==> config.mk <==
export PLATFORM = sky130hd
export DESIGN_NAME = iob_byte_packer_flat
export DESIGN_NICKNAME = d
export VERILOG_FILES = /design/src/rtl/iob_byte_packer_pkg.sv /design/src/rtl/iob_byte_packer_if.sv /design/src/rtl/iob_byte_packer_outreg.sv /design/src/rtl/iob_byte_packer.sv /design/src/flat_wrapper.sv
export SDC_FILE = /design/constraint.sdc
export NUM_CORES = 1
export LEC_CHECK = 0
export ABC_AREA = 1
export CORE_AREA = 2 2 81 114
export CTS_CLUSTER_SIZE = 40
export DETAILED_ROUTE_END_ITERATION = 7
export DIE_AREA = 0 0 83 116
export PLACE_DENSITY = 0.76
export SLEW_MARGIN = 20
export SYNTH_ARGS = -nofsm -noshare
export SYNTH_HDL_FRONTEND = slang
export SYNTH_SLANG_ARGS = --single-unit
==> constraint.sdc <==
create_clock -name clk -period 3.6 [get_ports clk]
set_clock_uncertainty 0.1 [all_clocks]
set_input_delay 1.08 -clock clk [delete_from_list [all_inputs] [get_ports clk]]
set_output_delay 1.08 -clock clk [all_outputs]
set_load 0.1 [all_outputs]
==> src/rtl/iob_byte_packer_pkg.sv <==
// Shared types, defaults and helpers for the byte-to-word packer.
// Optional running-max feature is enabled by IOB_BYTE_PACKER_MAX_EN.
package iob_byte_packer_pkg;

   localparam int DEF_DATA_W = 32;
   localparam int DEF_BYTE_W = 8;
   localparam int N_BYTES    = DEF_DATA_W / DEF_BYTE_W;
   localparam int CNT_W      = $clog2(N_BYTES + 1);

   function automatic logic [DEF_BYTE_W-1:0] iob_max(
      input logic [DEF_BYTE_W-1:0] a,
      input logic [DEF_BYTE_W-1:0] b
   );
      return (a > b) ? a : b;
   endfunction

endpackage

==> src/rtl/iob_byte_packer_if.sv <==
// Byte-in / word-out valid-ready bundle for the packer.
// slave = packer side, master = producer/consumer side.
interface iob_byte_packer_if
   import iob_byte_packer_pkg::*;
#(
   parameter int DATA_W = DEF_DATA_W,
   parameter int BYTE_W = DEF_BYTE_W,
   parameter int CW     = $clog2(DATA_W / BYTE_W + 1)
);

   logic              byte_valid_i;
   logic [BYTE_W-1:0] byte_data_i;
   logic              byte_ready_o;
   logic              word_valid_o;
   logic [DATA_W-1:0] word_data_o;
   logic [CW-1:0]     word_nbytes_o;
   logic [BYTE_W-1:0] word_max_o;
   logic              word_ready_i;

   modport slave (
      input  byte_valid_i,
      input  byte_data_i,
      output byte_ready_o,
      output word_valid_o,
      output word_data_o,
      output word_nbytes_o,
      output word_max_o,
      input  word_ready_i
   );

   modport master (
      output byte_valid_i,
      output byte_data_i,
      input  byte_ready_o,
      input  word_valid_o,
      input  word_data_o,
      input  word_nbytes_o,
      input  word_max_o,
      output word_ready_i
   );

endinterface

==> src/rtl/iob_byte_packer_outreg.sv <==
// Output word register: loads a packed word and holds it until taken.
// Optional max field travels with the word (IOB_BYTE_PACKER_MAX_EN).
module iob_byte_packer_outreg
   import iob_byte_packer_pkg::*;
#(
   parameter int DATA_W = DEF_DATA_W,
   parameter int BYTE_W = DEF_BYTE_W,
   parameter int CW     = CNT_W
) (
   input  logic              clk,
   input  logic              arst_n,
   input  logic              i_clear,
   input  logic              i_load,
   input  logic              i_ready,
   input  logic [DATA_W-1:0] i_data,
   input  logic [CW-1:0]     i_nbytes,
   input  logic [BYTE_W-1:0] i_max,
   output logic              o_valid,
   output logic [DATA_W-1:0] o_data,
   output logic [CW-1:0]     o_nbytes,
   output logic [BYTE_W-1:0] o_max
);

   logic              r_valid;
   logic [DATA_W-1:0] r_data;
   logic [CW-1:0]     r_nbytes;
   logic [BYTE_W-1:0] r_max;

   // A load only happens when the register is free, so held data never moves
   always_ff @(posedge clk or negedge arst_n) begin
      if (!arst_n) begin
         r_valid  <= 1'b0;
         r_data   <= '0;
         r_nbytes <= '0;
         r_max    <= '0;
      end else if (i_clear) begin
         r_valid  <= 1'b0;
         r_data   <= '0;
         r_nbytes <= '0;
         r_max    <= '0;
      end else if (i_load) begin
         r_valid  <= 1'b1;
         r_data   <= i_data;
         r_nbytes <= i_nbytes;
         r_max    <= i_max;
      end else if (r_valid && i_ready) begin
         r_valid  <= 1'b0;
      end
   end

   assign o_valid  = r_valid;
   assign o_data   = r_data;
   assign o_nbytes = r_nbytes;
   assign o_max    = r_max;

endmodule

==> src/rtl/iob_byte_packer.sv <==
// Streaming byte-to-word packer, first byte in the MSBs, one byte/cycle.
// Define IOB_BYTE_PACKER_MAX_EN to track the max byte of each word.
module iob_byte_packer
   import iob_byte_packer_pkg::*;
#(
   parameter int DATA_W = DEF_DATA_W,
   parameter int BYTE_W = DEF_BYTE_W
) (
   input  logic              clk,
   input  logic              arst_n,
   input  logic              clear_i,
   input  logic              flush_i,
   iob_byte_packer_if.slave  bus
);

   localparam int NB = DATA_W / BYTE_W;
   localparam int CW = $clog2(NB + 1);

   logic [CW-1:0]     r_cnt;
   logic [DATA_W-1:0] r_acc;

   logic              w_valid;
   logic              w_out_free;
   logic              w_ready;
   logic              w_take;
   logic              w_last;
   logic              w_flush;
   logic              w_load;
   logic [DATA_W-1:0] w_acc_nxt;
   logic [DATA_W-1:0] w_ld_data;
   logic [CW-1:0]     w_ld_nbytes;
   logic [BYTE_W-1:0] w_ld_max;

   assign w_out_free = !w_valid || bus.word_ready_i;
   assign w_ready    = !clear_i && !flush_i &&
                       ((r_cnt < CW'(NB - 1)) || w_out_free);
   assign w_take     = bus.byte_valid_i && w_ready;
   assign w_last     = w_take && (r_cnt == CW'(NB - 1));
   assign w_flush    = !clear_i && flush_i &&
                       (r_cnt != '0) && w_out_free;
   assign w_load     = w_last || w_flush;

   always_comb begin
      w_acc_nxt = r_acc;
      for (int i = 0; i < NB; i++) begin
         if (r_cnt == CW'(i))
            w_acc_nxt[DATA_W-1-BYTE_W*i -: BYTE_W] = bus.byte_data_i;
      end
   end

   // On the last byte the freshly merged accumulator is the word itself
   assign w_ld_data   = w_last ? w_acc_nxt : r_acc;
   assign w_ld_nbytes = w_last ? CW'(NB) : r_cnt;

   always_ff @(posedge clk or negedge arst_n) begin
      if (!arst_n) begin
         r_cnt <= '0;
         r_acc <= '0;
      end else if (clear_i || w_load) begin
         r_cnt <= '0;
         r_acc <= '0;
      end else if (w_take) begin
         r_cnt <= r_cnt + 1'b1;
         r_acc <= w_acc_nxt;
      end
   end

`ifdef IOB_BYTE_PACKER_MAX_EN
   logic [BYTE_W-1:0] r_max;
   logic [BYTE_W-1:0] w_max_nxt;

   assign w_max_nxt = iob_max(r_max, bus.byte_data_i);

   // Flush blocks bytes, so padding never reaches the tracker
   always_ff @(posedge clk or negedge arst_n) begin
      if (!arst_n) begin
         r_max <= '0;
      end else if (clear_i || w_load) begin
         r_max <= '0;
      end else if (w_take) begin
         r_max <= w_max_nxt;
      end
   end

   assign w_ld_max = w_last ? w_max_nxt : r_max;
`else
   assign w_ld_max = '0;
`endif

   iob_byte_packer_outreg #(
      .DATA_W (DATA_W),
      .BYTE_W (BYTE_W),
      .CW     (CW)
   ) u_outreg (
      .clk      (clk),
      .arst_n   (arst_n),
      .i_clear  (clear_i),
      .i_load   (w_load),
      .i_ready  (bus.word_ready_i),
      .i_data   (w_ld_data),
      .i_nbytes (w_ld_nbytes),
      .i_max    (w_ld_max),
      .o_valid  (w_valid),
      .o_data   (bus.word_data_o),
      .o_nbytes (bus.word_nbytes_o),
      .o_max    (bus.word_max_o)
   );

   assign bus.word_valid_o = w_valid;
   assign bus.byte_ready_o = w_ready;

endmodule

==> src/flat_wrapper.sv <==
// flat-port wrapper written by rule: the top's interface ports become plain ports
module iob_byte_packer_flat import iob_byte_packer_pkg::*;
#(
   parameter int DATA_W = DEF_DATA_W,
   parameter int BYTE_W = DEF_BYTE_W
)
  (clk, arst_n, clear_i, flush_i, bus_byte_valid_i, bus_byte_data_i, bus_byte_ready_o, bus_word_valid_o, bus_word_data_o, bus_word_nbytes_o, bus_word_max_o, bus_word_ready_i);
  iob_byte_packer_if #(.DATA_W(DATA_W), .BYTE_W(BYTE_W)) bus_i ();
  input  logic clk;
  input  logic arst_n;
  input  logic clear_i;
  input  logic flush_i;
  input wire logic [$bits(bus_i.byte_valid_i)-1:0] bus_byte_valid_i;
  input wire logic [$bits(bus_i.byte_data_i)-1:0] bus_byte_data_i;
  output wire logic [$bits(bus_i.byte_ready_o)-1:0] bus_byte_ready_o;
  output wire logic [$bits(bus_i.word_valid_o)-1:0] bus_word_valid_o;
  output wire logic [$bits(bus_i.word_data_o)-1:0] bus_word_data_o;
  output wire logic [$bits(bus_i.word_nbytes_o)-1:0] bus_word_nbytes_o;
  output wire logic [$bits(bus_i.word_max_o)-1:0] bus_word_max_o;
  input wire logic [$bits(bus_i.word_ready_i)-1:0] bus_word_ready_i;
  assign bus_i.byte_valid_i = bus_byte_valid_i;
  assign bus_i.byte_data_i = bus_byte_data_i;
  assign bus_byte_ready_o = bus_i.byte_ready_o;
  assign bus_word_valid_o = bus_i.word_valid_o;
  assign bus_word_data_o = bus_i.word_data_o;
  assign bus_word_nbytes_o = bus_i.word_nbytes_o;
  assign bus_word_max_o = bus_i.word_max_o;
  assign bus_i.word_ready_i = bus_word_ready_i;
  iob_byte_packer #(.DATA_W(DATA_W), .BYTE_W(BYTE_W)) u_core (.clk(clk), .arst_n(arst_n), .clear_i(clear_i), .flush_i(flush_i), .bus(bus_i));
endmodule
==> out/qor.txt <==
largest net degree at the start of global routing = 61
most used flip-flop cell after synthesis = sky130_fd_sc_hd__dfrtp_1
total iterations of the first detailed-routing run = 5
final critical-path share of the clock period = 96.5%
required time of the critical path = 2420 ps
flop2flop setup slack = 930 ps
slew at the pin closest to its max-slew limit = 615 ps
Routed Antenna Nets = 0
Top Ports = 59
die outline area = 0.00963 mm^2
most used standard cells in the synthesized netlist = sky130_fd_sc_hd__nand2_1 (136), sky130_fd_sc_hd__dfrtp_1 (71), sky130_fd_sc_hd__o21ai_0 (60)
deepest level of the CTS H-tree = 3
Vert. Die Dim = 116 um
starting density of the core = 44.3%
first-pass GRT wire length = 15,600 um
portion of the post-synthesis area used by sequential elements = 46.9%
type of element capturing the critical path = primary output
detailed-route wire length per cell = 14.6 um
critical setup path kind = in -> out
synth top area cells = sky130_fd_sc_hd__dfrtp_1 (47%), sky130_fd_sc_hd__nand2_1 (13%), sky130_fd_sc_hd__o21ai_0 (7.9%), sky130_fd_sc_hd__nand4_1 (5.8%), sky130_fd_sc_hd__nor2_1 (5.2%)
Clock transition at path regs = 50 ps
final cell count without fillers = 632
Hold Startpoint = u_core.r_acc[18]
number of pins exceeding their max-slew limit in the final report = 0
pwr dens = 453 mW/mm^2
setup repair after global routing missed its margin = no
hold slack = 429 ps
fin nets = 541
share of the synthesized netlist area taken by xor and xnor gates = 0.231%
share of final-layout standard cells stronger than drive strength 1 = 13.9%
via count normalized by instance count = 5.26
Core Rows = 40
combined area of all synthesized cells = 0.00379 mm^2
buffers plus inverters on the worst setup path = 2
maximum ir drop on the vdd rail = 0.571 mV
area used by sequential logic in the layout = 0.00178 mm^2
hold-fix buffers at CTS = 0
stage delay of the slowest cell on the critical path = 530 ps
count of final setup violators = 0
total gr overflow = 0
Worst path top cell family by delay = buffers and inverters
Leakage = 2.28 nW
area of the multi-input gates = 0.00166 mm^2
horizontal extent of the die = 83 um
EDFF count, synth = 0
Post-Place Cells = 616
crit path DAT = 2300 ps
detailed placer's ending HPWL = 5720 um
type of element launching the critical path = input port
highest attainable clock frequency = 0.288 GHz
setup TNS = 0 ps
CTS tree = done
total number of vias = 3,326
synthesis-to-layout area growth = 20.6%
number of design-rule violations left by the first detailed-router iteration = 280
core area = 0.00856 mm^2
Max Root-Sink Buffers = 2
overall global routing resource usage = 20.5%
main combinational cell family by area after synthesis = simple AND/OR/NAND/NOR gates
#FFs+latches synth = 71
Hold WC Path Type = reg -> reg
area share of fa/ha/maj cells after synthesis = 1.65%
vias in the first global route = 3,223
fraction of synthesized area in multiplexers = 2.11%
number of distinct library cells after synthesis = 25
Syn Area/Cell = 7.78 um^2
clock latency on the worst-skew pair = 340 ps
max-cap check violation count = 0
final hold violation count = 0
most frequent cell after synthesis = sky130_fd_sc_hd__nand2_1
yosys warns = 0
count of mapped cells out of synthesis = 487
outcome = finished clean
initial antenna violation count = 0
beginning of the worst register-to-register path = u_core.r_cnt[0]
share of flip-flops with an asynchronous set or reset after synthesis = 100%
ordered cell list for the critical path = clkdlybuf4s50_1, nor2_4, a21boi_2, buf_12
antenna fix cells = 0
most area-hungry cell type in the Yosys netlist = sky130_fd_sc_hd__dfrtp_1
Critical Path Slowest Stage Cell = sky130_fd_sc_hd__clkdlybuf4s50_1
number of instances resized during post-cts repair = 0
critical path startpoint = clear_i
clock net sink count = 71
worst slew margin relative to its limit = 58.9%
sum of routed wire length over all layers = 9200 um
simple-gate area share of the yosys netlist = 27.6%
setup fix buffers added after clock tree synthesis = 0
CTS buffer count = 9
number of I/O port buffers = 50
Compound-Gate Fraction of Synth Area = 11.3%
library cell used as clock root buffer = sky130_fd_sc_hd__clkbuf_16
worst-path fanout max = 4
top cell type's share of synthesized area = 46.9%
post-layout utilization of the core = 53.4%
routability cong. = 0.779
DRC viols = 0
Design Power = 0.00207 W
final critical delay including setup and external delays = 3480 ps
number of filler cells placed in the layout = 785
-- flip-flops by register name, summed over array words and instances (netlist names) --
| signal | count |
|---|---|
| u_core.u_outreg.o_data | 32 |
| u_core.r_acc | 32 |
| u_core.u_outreg.o_nbytes | 3 |
| u_core.u_outreg.o_valid | 1 |
| u_core.r_cnt | 3 |
-- where the power goes --
group	switching, W	internal, W
clock network	0.000338	0.000745
registers	0.00000449	0.000805
logic	0.000138	0.0000383
total	0.000480	0.00159
-- cells in the final DEF, fill, tap and decap left out, types with 2 or more instances in the layout --
master / instances
sky130_fd_sc_hd__nand4_1: 35
sky130_fd_sc_hd__buf_4: 40
sky130_fd_sc_hd__nor2_1: 52
sky130_fd_sc_hd__a21oi_1: 24
sky130_fd_sc_hd__inv_1: 39
sky130_fd_sc_hd__bufinv_16: 4
sky130_fd_sc_hd__mux2i_1: 8
sky130_fd_sc_hd__nand3_1: 2
sky130_fd_sc_hd__nand2_2: 3
sky130_fd_sc_hd__o21ai_0: 60
sky130_fd_sc_hd__nand2_1: 136
sky130_fd_sc_hd__clkbuf_16: 9
sky130_fd_sc_hd__inv_2: 3
sky130_fd_sc_hd__clkdlybuf4s50_1: 12
sky130_fd_sc_hd__buf_12: 3
sky130_fd_sc_hd__ha_1: 5
sky130_fd_sc_hd__dfrtp_1: 71
sky130_fd_sc_hd__conb_1: 8
sky130_fd_sc_hd__nor2_4: 2
-- routing by layer --
layer	global-route usage (%)	wire [um]	up-vias
li1	-	-	1637
met1	24.2	3740	1565
met3	4.27	531	17
met5	0	0	-
met4	11.0	267	0
met2	35.1	4670	107
-- final cells by class --
type                            instances  area share, %
Sequential cell                        71           38.9
Multi-Input combinational cell        342           36.3
Timing Repair Buffer                   56           10.6
Clock buffer                           10           5.01
Inverter                               42           3.45
Clock inverter                          6           2.90
Tap cell                              105           2.87
-- kinds of logic (layout without fill, tap and decap cells) --
| kind of cell | count (synthesis) | after routing |
|---|---|---|
| buf+inv | 81 | 114 |
| mux | 8 | 8 |
| xor+xnor | 1 | 1 |
| simple gates | 235 | 235 |
| flops | 71 | 71 |
| other cells | 1 | 8 |
| compound gates | 85 | 85 |
| fa+ha+maj | 5 | 5 |
-- stage by stage --
stage,cell area (um^2),setup slack (ps)
6_report,4570,124
5_1_grt,4570,85.5
4_1_cts,4570,130
3_5_place_dp,4210,132
3_3_place_gp,4210,191
2_1_floorplan,3820,297
-- final timing paths --
kind / end / cells after the start
worst min-delay path: u_core.r_acc[18] / 2
worst max-delay path: bus_byte_ready_o / 4
worst max register to register: u_core.r_acc[13] / 8
max in group asynchronous: u_core.u_outreg.o_data[15] / 2
min in group asynchronous: u_core.u_outreg.o_data[30] / 1
worst min register to register: u_core.r_acc[18] / 2
-- worst register-to-register path: cells and delay by family, from the launching register on --
kind	cells	cell delay [ps]
adder cells (fa/ha/maj)	1	210
flip-flops	1	430
AND/OR/NAND/NOR	5	1590
buffers and inverters	2	210
Note: power is estimated with default switching activity, not from simulation.
